`config.mk`:
```
export PLATFORM = sky130hd
export DESIGN_NAME = stall_scoreboard
export DESIGN_NICKNAME = d
export VERILOG_FILES = /design/src/rtl/simple_isa_pkg.sv /design/src/rtl/instr_regdecode.sv /design/src/rtl/stall_scoreboard.sv
export SDC_FILE = /design/constraint.sdc
export NUM_CORES = 1
export LEC_CHECK = 0
export ABC_AREA = 1
export CORE_MARGIN = 2
export CORE_UTILIZATION = 30
export CTS_CLUSTER_SIZE = 10
export DETAILED_ROUTE_END_ITERATION = 8
export PLACE_DENSITY = 0.62
export SYNTH_ARGS = -nofsm -noshare
export SYNTH_HDL_FRONTEND = slang
export SYNTH_HIERARCHICAL = 1
export SYNTH_SLANG_ARGS = --single-unit
```
`constraint.sdc`:
```
create_clock -name clk -period 2 [get_ports clk]
set_clock_uncertainty 0.2 [all_clocks]
set_input_delay 0.2 -clock clk [delete_from_list [all_inputs] [get_ports clk]]
set_output_delay 0.2 -clock clk [all_outputs]
set_load 0.01 [all_outputs]
```
`src/rtl/simple_isa_pkg.sv`:
```
// rtl/simple_isa_pkg.sv - SIMPLE ISA op classes, sub-op codes and field positions
package simple_isa_pkg;

    localparam int REG_AW = 3;

    typedef logic [REG_AW-1:0] reg_idx_t;

    localparam logic [1:0] OP_LD  = 2'b00;
    localparam logic [1:0] OP_ST  = 2'b01;
    localparam logic [1:0] OP_IMM = 2'b10;
    localparam logic [1:0] OP_ALU = 2'b11;

    localparam logic [3:0] OP3_CMP = 4'b0101;
    localparam logic [3:0] OP3_OUT = 4'b1101;
    localparam logic [3:0] OP3_HLT = 4'b1111;

    localparam reg_idx_t IMM_LI = 3'b000;

    localparam int F_OP_LO  = 14;
    localparam int F_RA_LO  = 11;
    localparam int F_RB_LO  = 8;
    localparam int F_OP3_LO = 4;

endpackage

```
`src/rtl/instr_regdecode.sv`:
```
// rtl/instr_regdecode.sv - combinational register read/write decode of a 16-bit command
module instr_regdecode
    import simple_isa_pkg::*;
(
    input  logic [15:0] in_cmd,
    output logic        rd_a_en,
    output reg_idx_t    rd_a,
    output logic        rd_b_en,
    output reg_idx_t    rd_b,
    output logic        wr_en,
    output reg_idx_t    wr_idx,
    output logic        is_load
);

    logic [1:0] op;
    logic [3:0] op3;
    reg_idx_t   ra;
    reg_idx_t   rb;
    logic       unused_lsbs;

    assign op  = in_cmd[F_OP_LO +: 2];
    assign ra  = in_cmd[F_RA_LO +: REG_AW];
    assign rb  = in_cmd[F_RB_LO +: REG_AW];
    assign op3 = in_cmd[F_OP3_LO +: 4];
    assign unused_lsbs = ^in_cmd[3:0];

    always_comb begin
        rd_a_en = 1'b0;
        rd_a    = ra;
        rd_b_en = 1'b0;
        rd_b    = rb;
        wr_en   = 1'b0;
        wr_idx  = rb;
        is_load = 1'b0;
        unique case (op)
            OP_ALU: begin
                rd_a_en = 1'b1;
                rd_b_en = 1'b1;
                wr_en   = !(op3 == OP3_CMP || op3 == OP3_OUT || op3 == OP3_HLT);
            end
            OP_LD: begin
                rd_b_en = 1'b1;
                wr_en   = 1'b1;
                wr_idx  = ra;
                is_load = 1'b1;
            end
            OP_ST: begin
                rd_a_en = 1'b1;
                rd_b_en = 1'b1;
            end
            OP_IMM: begin
                wr_en = (ra == IMM_LI);
            end
            default: ;
        endcase
    end

endmodule

```
`src/rtl/stall_scoreboard.sv`:
```
// rtl/stall_scoreboard.sv - load-use stall scoreboard in front of execute; STALL_STATS_EN enables stall_cnt
module stall_scoreboard
    import simple_isa_pkg::*;
#(
    parameter int DATA_W   = 16,
    parameter int REG_N    = 8,
    parameter int LOAD_LAT = 2,
    parameter int ALU_LAT  = 1
) (
    input  logic              clk,
    input  logic              rst_n,
    input  logic              in_valid,
    input  logic [DATA_W-1:0] in_cmd,
    output logic              in_ready,
    output logic              pnu,
    input  logic              hold,
    input  logic              flush,
    output logic              out_valid,
    output logic [DATA_W-1:0] out_cmd,
    output logic [15:0]       stall_cnt
);

    localparam int MAX_LAT = (LOAD_LAT > ALU_LAT) ? LOAD_LAT : ALU_LAT;
    localparam int CW      = (MAX_LAT > 1) ? $clog2(MAX_LAT) : 1;
    localparam logic [CW-1:0] LOAD_INIT = CW'(LOAD_LAT - 1);
    localparam logic [CW-1:0] ALU_INIT  = CW'(ALU_LAT - 1);

    logic          rd_a_en;
    logic          rd_b_en;
    logic          wr_en;
    logic          is_load;
    reg_idx_t      rd_a;
    reg_idx_t      rd_b;
    reg_idx_t      wr_idx;
    logic          hazard;
    logic          accept;
    logic [CW-1:0] wr_init;
    logic [CW-1:0] cnt_q [REG_N];

    function automatic logic [CW-1:0] sat_dec(input logic [CW-1:0] v);
        return (v == '0) ? '0 : v - CW'(1);
    endfunction

    instr_regdecode u_regdecode (
        .in_cmd  (in_cmd[15:0]),
        .rd_a_en (rd_a_en),
        .rd_a    (rd_a),
        .rd_b_en (rd_b_en),
        .rd_b    (rd_b),
        .wr_en   (wr_en),
        .wr_idx  (wr_idx),
        .is_load (is_load)
    );

    // Hazard only looks at registered counters, so nothing loops back from inputs.
    always_comb begin
        hazard = 1'b0;
        if (rd_a_en && int'(rd_a) < REG_N && cnt_q[rd_a] != '0) hazard = 1'b1;
        if (rd_b_en && int'(rd_b) < REG_N && cnt_q[rd_b] != '0) hazard = 1'b1;
    end

    assign in_ready = !hold && !flush && !hazard;
    assign accept   = in_valid && in_ready;
    assign pnu      = in_valid && hazard;
    assign wr_init  = is_load ? LOAD_INIT : ALU_INIT;

    always_ff @(posedge clk or negedge rst_n) begin
        if (!rst_n) begin
            for (int i = 0; i < REG_N; i++) cnt_q[i] <= '0;
            out_valid <= 1'b0;
            out_cmd   <= '0;
        end else if (flush) begin
            for (int i = 0; i < REG_N; i++) cnt_q[i] <= '0;
            out_valid <= 1'b0;
        end else if (!hold) begin
            for (int i = 0; i < REG_N; i++) begin
                // A new write never shortens an older pending write to the same register.
                if (accept && wr_en && int'(wr_idx) == i)
                    cnt_q[i] <= (sat_dec(cnt_q[i]) > wr_init) ? sat_dec(cnt_q[i]) : wr_init;
                else
                    cnt_q[i] <= sat_dec(cnt_q[i]);
            end
            out_valid <= accept;
            if (accept) out_cmd <= in_cmd;
        end
    end

`ifdef STALL_STATS_EN
    logic [15:0] stall_q;

    always_ff @(posedge clk or negedge rst_n) begin
        if (!rst_n)
            stall_q <= '0;
        else if (in_valid && hazard && !hold && !flush && stall_q != 16'hFFFF)
            stall_q <= stall_q + 16'd1;
    end

    assign stall_cnt = stall_q;
`else
    assign stall_cnt = 16'h0000;
`endif

endmodule

```
### Word level (Yosys, flattened, before mapping)

Index checks and enable logic that the tools add are counted.
W data, S select, Z words.

| storage, ports and cells | value |
|---|---|
| bits in registers | 25 |
| bits in latches | 0 |
| bits in writable memories | 0 |
| memory bits (read-only) | 0 |
| output and inout port bits | 35 |
| word-level logic and storage cells | 115 |
| memories kept | 0 |

| cells by class | value |
|---|---|
| $add $sub $neg | 8 |
| multipliers | 0 |
| divide/modulo/power cells | 0 |
| order comparisons | 10 |
| eq/ne operators | 14 |
| shifts and indexed selects | 0 |
| muxes and demuxes | 42 |
| bitwise gates (word level) | 4 |
| reductions and logical operators | 27 |

Operators with widths:

| cell | number |
|---|---|
| $mux W1 | 36 |
| $mux W8 | 2 |
| $logic_and A1 B1 Y1 | 15 |
| $eq A3 B3 Y1 const B | 4 |
| $eq A4 B4 Y1 const B | 2 |
| $ge A4 B4 Y1 const B | 2 |
| $gt A1 B1 Y1 | 8 |
| $not A3 Y4 | 2 |
| $sub A1 B1 Y1 const B | 8 |
| $bmux W1 S3 | 2 |
| $eq A3 B2 Y1 const B | 2 |
| $logic_not A3 Y1 | 2 |
| $eq A2 B2 Y1 const B | 2 |
| $eq A4 B3 Y1 const B | 1 |
| $logic_not A1 Y1 | 4 |
| $eq A3 B1 Y1 const B | 1 |
| $mux W3 | 1 |
| $pmux W1 S3 | 1 |
| $reduce_and A3 Y1 | 1 |
| $reduce_or A3 Y1 | 1 |
| $eq A2 B1 Y1 const B | 1 |
| $logic_not A2 Y1 | 1 |
| $logic_or A1 B1 Y1 | 2 |
| $ne A2 B1 Y1 const B | 1 |
| other kinds (2) | 3 |

### Longest topological paths before layout

Gate-level depths: netlist (run 1).

| logic depth | value |
|---|---|
| depth in word-level cells | 15 |
| depth in mapped cells | 12 |

### Hierarchy

The synthesis (run 1) kept the hierarchy.

Modules (own cells, without submodules):

| module | instances | cells an instance | area an instance (µm²) |
|---|---|---|---|
| stall_scoreboard | 1 | 192 | 1,448.9 |
| instr_regdecode | 1 | 32 | 156.4 |

### Least setup slack after synthesis (run 1)

No wires, ideal clock.

| timing | value |
|---|---|
| kind | register to register |
| start point | register cnt_q[2] (netlist name) |
| end point | register out_cmd[10] |
| setup time | 117 ps |
| data arrival time | 1,211 ps |
| setup slack | 472 ps |
| stages on the path, launching flop included | 12 |
| period minus slack after synthesis | 1,528 ps |
| cell sequence | dfrtp_1 -> inv_1 -> nand2_1 -> nand3_1 -> nand3_1 -> nand3_2 -> nand2_2 -> nor2_8 -> nand2_4 -> buf_6 -> nand2_1 -> nand2_1 |

| on the way | value |
|---|---|
| longest elaborated chain between the ends | 10 |
| elaborated cells on any way between the ends | 14 |

RTL lines:

| item | RTL line | RTL |
|---|---|---|
| start, declared | stall_scoreboard.sv:38 | `logic [CW-1:0] cnt_q [REG_N];` |
| start signal, assigned by index | stall_scoreboard.sv:79 | `cnt_q[i] <= (sat_dec(cnt_q[i]) > wr_init) ? sat_dec(cnt_q[i]) : wr_init;` |
| start signal, assigned by index | stall_scoreboard.sv:81 | `cnt_q[i] <= sat_dec(cnt_q[i]);` |
| $bmux W1 S3 | stall_scoreboard.sv:58 | `if (rd_a_en && int'(rd_a) < REG_N && cnt_q[rd_a] != '0) hazard = 1'b1;` |
| $mux W1 (implied by the code) (2 in series) | stall_scoreboard.sv:58 |  |
| $logic_and A1 B1 Y1 | stall_scoreboard.sv:58 |  |
| $mux W1 | stall_scoreboard.sv:58 |  |
| $mux W1 (*) | stall_scoreboard.sv:59 | `if (rd_b_en && int'(rd_b) < REG_N && cnt_q[rd_b] != '0) hazard = 1'b1;` |
| $logic_not A1 Y1 (*) | stall_scoreboard.sv:62 | `assign in_ready = !hold && !flush && !hazard;` |
| $logic_and A1 B1 Y1 (*) | stall_scoreboard.sv:62 |  |
| $logic_and A1 B1 Y1 (*) | stall_scoreboard.sv:63 | `assign accept = in_valid && in_ready;` |
| $reduce_and A3 Y1 (no source line) (*) | n/a |  |
| end signal, assigned | stall_scoreboard.sv:84 | `if (accept) out_cmd <= in_cmd;` |
| end, declared | stall_scoreboard.sv:19 | `output logic [DATA_W-1:0] out_cmd,` |

Mark *: on every way between the ends. The rest lies on a longest branch, timed or not. The select of a mux whose other input is x is not followed.
A chain may end at the register's enable or synchronous reset.

### Worst setup path in the final report (run 1)

| timing | value |
|---|---|
| start point | register cnt_q[6] (netlist name) |
| end point | output port in_ready |

| on the way | value |
|---|---|
| longest elaborated chain between the ends | 8 |
| elaborated cells on any way between the ends | 12 |

RTL lines:

| item | RTL line | RTL |
|---|---|---|
| $bmux W1 S3 | stall_scoreboard.sv:58 |  |
| $mux W1 (implied by the code) (2 in series) | stall_scoreboard.sv:58 |  |
| $logic_and A1 B1 Y1 | stall_scoreboard.sv:58 |  |
| $mux W1 | stall_scoreboard.sv:58 |  |
| $mux W1 (*) | stall_scoreboard.sv:59 |  |
| $logic_not A1 Y1 (*) | stall_scoreboard.sv:62 |  |
| $logic_and A1 B1 Y1 (*) | stall_scoreboard.sv:62 |  |
| end, declared | stall_scoreboard.sv:14 | `output logic in_ready,` |

Marked as above.

==> impl_metrics.tcl, run 1 <==
set metrics [dict create \
    cts_hold_buf 0 \
    clk_pin_slew_ns 0.09 \
    vias 1486 \
    tns_ns 0 \
    cts_buffer_depth 2 \
    stdcell_area_mm2 0.00209 \
    use_met1 0.185 \
    path_cells "inv_1, nand2_1, nand3_1, nand3_2, nand3_2, buf_4, nand2_2, nor2_8, buf_2" \
    antenna_found_initial 0 \
    end_kind "output port" \
    finalHoldViolCount 0 \
    start_kind "flip-flop" \
    sw_frac_of_total 0.312 \
    wl_um 3850 \
    final_antenna_net_count 0 \
    rows 26 \
    fin_cells 338 \
    cp.required_ns 1.60 \
    final_common_cell "nand2_1" \
    post-route-period-util 0.939 \
    drc_errors 0 \
    power_leakage_uw 0.00113 \
    grt_first_pass_wirelength_um 6350 \
    syn_to_final_growth_pct 30.5 \
    critPathCapture "in_ready" \
    netlist_area_mm2 0.00161 \
    grt_start_max_net_pins 26 \
    drt-vias-per-instance 4.40 \
    yosys-top-cells-area "dfrtp_1, nand2_1, buf_4, nand3_1, inv_1" \
    power_frac_comb 0.329 \
    avgSynthCellArea_um2 7.17 \
    synth_cell_types 22 \
    internal-power_uw 959 \
    synth_largest_area_cell "dfrtp_1" \
    cts-buffers-inserted 3 \
    grt_pass1_vias 1337 \
    nets 290 \
    crit_slowest_cell "dfrtp_1" \
    power.density_mw_per_mm2 665 \
    seqPwrFrac 0.446 \
    dp_slack_ns -0.448 \
    fmax_ghz 0.532 \
    status "finished, final reports clean" \
    peakVddDrop_mv 0.323 \
    yosys.area.top_type_share 0.390 \
    diodes 0 \
    insertion_delay_ns 0.27 \
    portBuffers 39 \
    met2_usage 0.210 \
    cp_max_fo 2 \
    cap_violations 0 \
    synth-seq-cells 25 \
    dp_cells 333 \
    crit_top_cell "nand3_2" \
    crit_type "reg2out" \
    cts_root_buf "clkbuf_8" \
    r2r_start "cnt_q[6]" \
    start_util 0.312 \
    holdWs_ns 0.0840 \
    rsz0062_at_grt "false" \
    max_stage_delay_ns 0.40 \
    wl_per_cell_um 11.4 \
    gr-total-overflow 0 \
    setup-violations-final 0 \
    grtUsageTotal 0.131 \
    layout.cells.most_common_list "nand2_1, clkdlybuf4s50_1, nand3_1" \
    cts_htree_levels 1 \
    chipHeight_um 77.2 \
    p_sw_uw 435 \
    gp_congestion 0.912 \
    crit_start "cnt_q[6]" \
    synth_seq_area_share 0.390 \
    hold_path_class "in2async" \
    grt.busiest_layer "met2" \
    clkPwrFrac 0.225 \
    cts.sinks 25 \
    r2r-end "cnt_q[7]" \
    finalWorstSetupSlack_ns 0.122 \
    die_area_mm2 0.00595 \
    final_max_slew_viol_count 0 \
    drive_above_1_share 0.131 \
    cp.arrival_ns 1.48 \
    dieWidth_um 77.2 \
    min_period_ns 1.88 \
    cts_tree "done" \
    dp_hpwl_um 2910 \
    grt.met3_usage 0.0247 \
    synth_warnings 6 \
    ioPinCount 56 \
    reg2reg_slack_ns 0.16 \
    placed_area_mm2 0.00203 \
    coreArea_mm2 0.00514 \
    reg2reg_depth 12 \
    synthCells 224 \
    drt_iter0_drc 96 \
    drt_pre_antenna_iters 5 \
]
-- worst min-delay path by stage --
stage	from	end	depth (start not counted)
3_3_place_gp	out_cmd[1]	out_cmd[1]	2
4_1_cts	rst_n	out_cmd[12]	2
2_1_floorplan	rst_n	cnt_q[0]	0
3_5_place_dp	out_cmd[9]	out_cmd[9]	2
6_report	rst_n	cnt_q[1]	2
5_1_grt	in_cmd[9]	out_cmd[9]	3
-- cell type report --
type | count | area, um^2
Clock buffer | 3 | 41.3
Clock inverter | 1 | 7.51
Fill cell | 566 | 3050
Inverter | 25 | 93.8
Multi-Input combinational cell | 159 | 732
Sequential cell | 25 | 626
Tap cell | 70 | 87.6
Timing Repair Buffer | 55 | 507
-- critical path, delay by kind of cell, from the launching register on --
| family | cells | cell delay [ns] |
|---|---|---|
| buffers and inverters | 3 | 0.33 |
| flip-flops | 1 | 0.40 |
| AND/OR/NAND/NOR | 6 | 0.48 |
-- routing by layer --
metal	up-vias	share of wire
met4	0	0.0034
met2	51	0.45
met3	2	0.056
met5	-	0
li1	745	-
met1	688	0.49
-- synth_stat cells (all sizes together) --
library cell and number:
dfrtp 25, clkbuf 1, nor2 14, buf 29
a21boi 1, nand2 86, o21ai 1, or2 1
nand4 8, conb 1, inv 25, nand3 31
nand3b 1
-- metrics by stage --
step	utilization	power (uW)
floorplan	-	860
global placement	0.396	1090
detailed placement	0.396	1100
CTS	0.404	1410
global route	0.407	1480
finish	0.407	1390
-- kinds of logic (layout without fill, tap and decap cells) --
| family | after synthesis | after routing | share of synthesized area |
|---|---|---|---|
| compound gates | 2 | 2 | 0.00779 |
| buf+inv | 55 | 84 | 0.195 |
| flops | 25 | 25 | 0.390 |
| other cells | 1 | 16 | 0.00234 |
| simple gates | 141 | 141 | 0.405 |
-- sequential cells by signal (all words and copies together) (netlist names) --
name,count
out_cmd,16
cnt_q,8
out_valid,1
-- power groups by stage --
stage | Combinational [uW] | Clock (uW) | Sequential, uW
3_3_place_gp | 458 | 0 | 631
2_1_floorplan | 193 | 0 | 667
3_5_place_dp | 463 | 0 | 633
4_1_cts | 462 | 326 | 623
6_report | 459 | 313 | 621
5_1_grt | 505 | 341 | 632
-- repair_timing --
item	CTS	global route
resized for setup	8	5
buffers inserted	0	1
endpoints found under the hold margin	0	0
endpoints found under the setup margin	2	25
gates cloned	0	0
pin swaps	0	0
No activity file was read; power rests on OpenSTA's default activity.
==> run 2: changes to the inputs <==
- CTS_CLUSTER_SIZE: 10 -> 8
==> results of run 2 <==
Same layout as run 1: the final DEF is identical, and so are final timing and power.
==> RTL change 1, RTL diff (flow settings as in run 2) <==
The option `STALL_STATS_EN` is turned on by a define.
--- a/src/rtl/stall_scoreboard.sv
+++ b/src/rtl/stall_scoreboard.sv
@@ -1,2 +1,4 @@
 // rtl/stall_scoreboard.sv - load-use stall scoreboard in front of execute; STALL_STATS_EN enables stall_cnt
+`define STALL_STATS_EN
+
 module stall_scoreboard
Formal check against the unedited RTL: not equivalent (Yosys sat finds a counterexample within 4 cycles, from zero or initial values and one cycle with rst_n low).
==> RTL change 1 against run 2 <==
Synthesized area is 51% higher. Clock power is 74% higher. Power is 64% higher. Sequential cell count is 16 higher. Worst setup slack worse by 18 ps. Combinational power is 51% higher. Wire length is 47% higher. Cell area is 55% higher. Largest power group unchanged. Sequential share of layout area is 1.7 points higher. Non-clock buffer count is 23 higher. Highest routed layer unchanged.
==> RTL change 1: results (changes against run 2) <==
** Placed design
- The HPWL after detailed placement was 4.38 mm (+50%).
- The final weighted congestion of routability-driven global placement came to 0.829 (-9.1%).
- The minimum setup slack after placement came to -400 ps (+48.7 ps).
- Post-Place Cell Area :: 3170 µm² (+56%)

** Logic synthesis
- The share of the synthesized area in compound gates (AO/OA/AOI/OAI) came to 2.99% (+2.2 points).
- Cells after Synth :: 319 (+42%)
- The number of different library cells in the post-synthesis netlist was 29 (+32%).
- In the post-synthesis netlist, the biggest area contributors are sky130_fd_sc_hd__dfrtp_1, sky130_fd_sc_hd__nand2_1, sky130_fd_sc_hd__nand3_1.
- After synthesis, the most frequently instantiated cells are sky130_fd_sc_hd__nand2_1, sky130_fd_sc_hd__dfrtp_1, sky130_fd_sc_hd__inv_1.

** Run status
- The flow ran to the end, and the final reports show no timing, DRC or antenna violations.

** Worst setup path
- Critical-path cell with the highest stage delay :: sky130_fd_sc_hd__clkdlybuf4s50_1
- The maximum net fanout on the critical path came to 4 (+2).
- In this run the critical register-to-register path is launched from cnt_q[4].

** Finish
- Area fraction of clock buffers and clock inverters :: 2.65% (+0.32 points)
- The proportion of layout cells with a drive suffix above 1 is 13.9% (+0.82 points).
- Fill cell total of the finished layout :: 802 (+42%)
- The count of non-CTS inverters in the layout came to 35 (+40%).

** Power and ir drop
- Switching fraction of total power :: 30.2% (-0.99 points)
- The maximum resistive drop on vdd was 0.209 mV (-35%).

** Global route
- Via count of the first global-routing pass :: 2,013 (+51%)

** Hold path
- The min-delay analysis places its worst path in the category input pin to flop.

** Clocking
- The clock network latency to the later pin of the worst-skew pair came to 290 ps (+20 ps).
- The post-cts sizing count was 4 (-4).
- Clock slew seen by the registers of the worst setup and hold paths :: 70 ps (-20 ps)

** Timing
- Tightest hold margin :: 202 ps (+118 ps)
## RTL change 1: cell types whose count changed after synthesis, moves of 6 or more
cell / change
sky130_fd_sc_hd__buf_4: -14
sky130_fd_sc_hd__dfrtp_1: +16
sky130_fd_sc_hd__inv_1: +8
sky130_fd_sc_hd__nand2_1: +52
sky130_fd_sc_hd__xnor2_1: +8
sky130_fd_sc_hd__xor2_1: +6
## RTL change 1: layer usage
| metal | vias to the layer above | share of wire, % | GRT usage [%] |
|---|---|---|---|
| li1 | 1121 | - | - |
| met1 | 1005 | 47 | 18.8 |
| met2 | 40 | 48 | 21.7 |
| met3 | 5 | 3.9 | 2.25 |
| met4 | 0 | 1.2 | 4.95 |
| met5 | - | 0 | 0 |
## RTL change 1: power by group through the flow
stage	logic, mW	clock network (mW)	registers, mW
detailed placement	0.705	0	1.06
floorplan	0.273	0	1.11
global route	0.763	0.604	1.06
finish	0.694	0.544	1.04
CTS	0.706	0.572	1.04
global placement	0.699	0	1.06
==> RTL change 2, RTL diff (settings of run 2) <==
Without the edit above. Change the parameter `REG_N` from 8 to 16.
--- a/src/rtl/stall_scoreboard.sv
+++ b/src/rtl/stall_scoreboard.sv
@@ -5,3 +5,3 @@
     parameter int DATA_W   = 16,
-    parameter int REG_N    = 8,
+    parameter int REG_N    = 16,
     parameter int LOAD_LAT = 2,
Formal check against the unedited RTL: same outputs for any inputs over 10 cycles, from zero or initial values and one cycle with rst_n low; that may be too few to reach the edited logic, so the function may still have changed.
==> RTL change 2 against run 2 <==
Cell area increased by 2.0%. Synthesized area is essentially flat. Die area hardly changed. Fmax is 0.22% lower. Worst setup slack got worse by 4.1 ps. Wire length down 1.6%. Power up 0.58%. Sequential cell count did not move. Critical path type unchanged. Critical endpoint unchanged. Largest power group unchanged.
==> RTL change 2: results (changes against run 2) <==
** Power and ir drop
- The maximum resistive drop on vdd came to 0.233 mV (-28%).
- The power density relative to cell area was 656 nW/µm² (-1.4%).
- The leakage power was 1.16 nW (+3.1%).

** Worst setup path
- Launch point of the worst reg-to-reg path :: cnt_q[14]
- Worst reg-to-reg setup slack :: 230 ps (+70 ps)
- The worst reg2reg path depth was 11 (-1).
- The critical path data arrival time is 1480 ps (about the same).

** Placed design
- The final weighted congestion of routability-driven global placement is 0.955 (+4.7%).
- Worst slack, placed :: -362 ps (+86.7 ps)

** Finish
- Ratio of cells with drive above 1 in the final layout :: 14.9% (+1.8 points)
- The final-stage net count is 291 (+0.34%).
- The count of filler cells inserted in the layout came to 569 (+0.53%).

** Route
- The number of DRC violations after detailed-routing iteration 0 was 88 (-8.3%).
- The vias after detailed routing was 1,466 (-1.3%).
- The first-pass iteration count of the detailed router came to 4 (-1).
- Aggregate routed wire length :: 3.79 mm (-1.6%)

** Global route
- All-layer global routing usage :: 13.2% (+0.098 points)
- The via count of the first global-routing pass was 1,438 (+7.6%).
- Global-route wire length before repair :: 6.41 mm (+0.88%)

** Run status
- The flow ran to the end, and the final reports show no timing, DRC or antenna violations.

** Timing
- Tightest hold margin :: 61.8 ps (-22.2 ps)

** Logic synthesis
- The portion of the post-synthesis area used by sequential elements was 39.0% (about the same).
- Number of unique standard cell types used by synthesis :: 23 (+4.5%)
- Leading post-synthesis cells by instance count :: sky130_fd_sc_hd__nand2_1, sky130_fd_sc_hd__nand3_1, sky130_fd_sc_hd__dfrtp_1
- Synth area leaders :: sky130_fd_sc_hd__dfrtp_1, sky130_fd_sc_hd__nand2_1, sky130_fd_sc_hd__buf_4
RTL change 2: cell count changes in the layout (fill, tap and decap cells not counted), moves of 2 or more:
cell / run 2 / this run
sky130_fd_sc_hd__nand2_1: 84 / 81
sky130_fd_sc_hd__nand2_4: 0 / 2
sky130_fd_sc_hd__clkdlybuf4s15_2: 0 / 2
sky130_fd_sc_hd__dlygate4sd2_1: 4 / 1
sky130_fd_sc_hd__nor2_1: 11 / 8
sky130_fd_sc_hd__buf_4: 15 / 17
sky130_fd_sc_hd__dlymetal6s2s_1: 1 / 3
sky130_fd_sc_hd__nor3_1: 0 / 2
sky130_fd_sc_hd__nor4_1: 0 / 2
RTL change 2: metrics by stage:
| stage | std cells | utilization (%) |
|---|---|---|
| floorplan | 237 | - |
| global placement | 335 | 40.1 |
| detailed placement | 335 | 40.1 |
| CTS | 339 | 41.3 |
| global route | 339 | 41.6 |
| finish | 339 | 41.6 |
RTL change 2: routing by layer:
| metal | up-vias | part of all wire, % | track usage (%) |
|---|---|---|---|
| li1 | 753 | - | - |
| met1 | 669 | 48 | 18.0 |
| met2 | 40 | 45 | 21.1 |
| met3 | 4 | 5.3 | 2.24 |
| met4 | 0 | 0.95 | 4.46 |
| met5 | - | 0 | 0 |
RTL change 2: kinds of logic (layout without fill, tap and decap cells):
logic type | Yosys count | count (layout) | share of synthesized area (%)
AND/OR/NAND/NOR | 139 | 139 | 40.5
buffers and inverters | 55 | 87 | 19.5
flip-flops | 25 | 25 | 39.0
AO/OA/AOI/OAI | 2 | 2 | 0.780
other | 1 | 16 | 0.234
RTL change 2: repair_timing:
item	4_1_cts	5_1_grt
pin swaps	0	1
hold buffers	0	0
gates resized for setup	10	7
endpoints found under the setup margin	2	20
RTL change 2: layout make-up:
| type | count | area (µm²) | area share, % |
|---|---|---|---|
| Timing Repair Buffer | 58 | 549 | 25.7 |
| Sequential cell | 25 | 626 | 29.3 |
| Clock buffer | 3 | 41.3 | 1.93 |
| Inverter | 25 | 93.8 | 4.39 |
| Multi-Input combinational cell | 157 | 731 | 34.2 |
| Clock inverter | 1 | 7.51 | 0.351 |
| Tap cell | 70 | 87.6 | 4.10 |
RTL change 2: how the worst max path moves through the flow:
stage                    start          to  slack (ps)
finish               cnt_q[14]    in_ready         120
global route         cnt_q[10]    in_ready           1
CTS                 in_cmd[11]         pnu          -5
detailed placement  in_cmd[11]         pnu        -360
global placement    in_cmd[11]         pnu        -350
floorplan            cnt_q[10]  out_cmd[0]         470
RTL change 2: report_power, final:
part	internal [mW]	switching [mW]
sequential	0.581	0.0370
clock	0.141	0.170
combinational	0.246	0.227
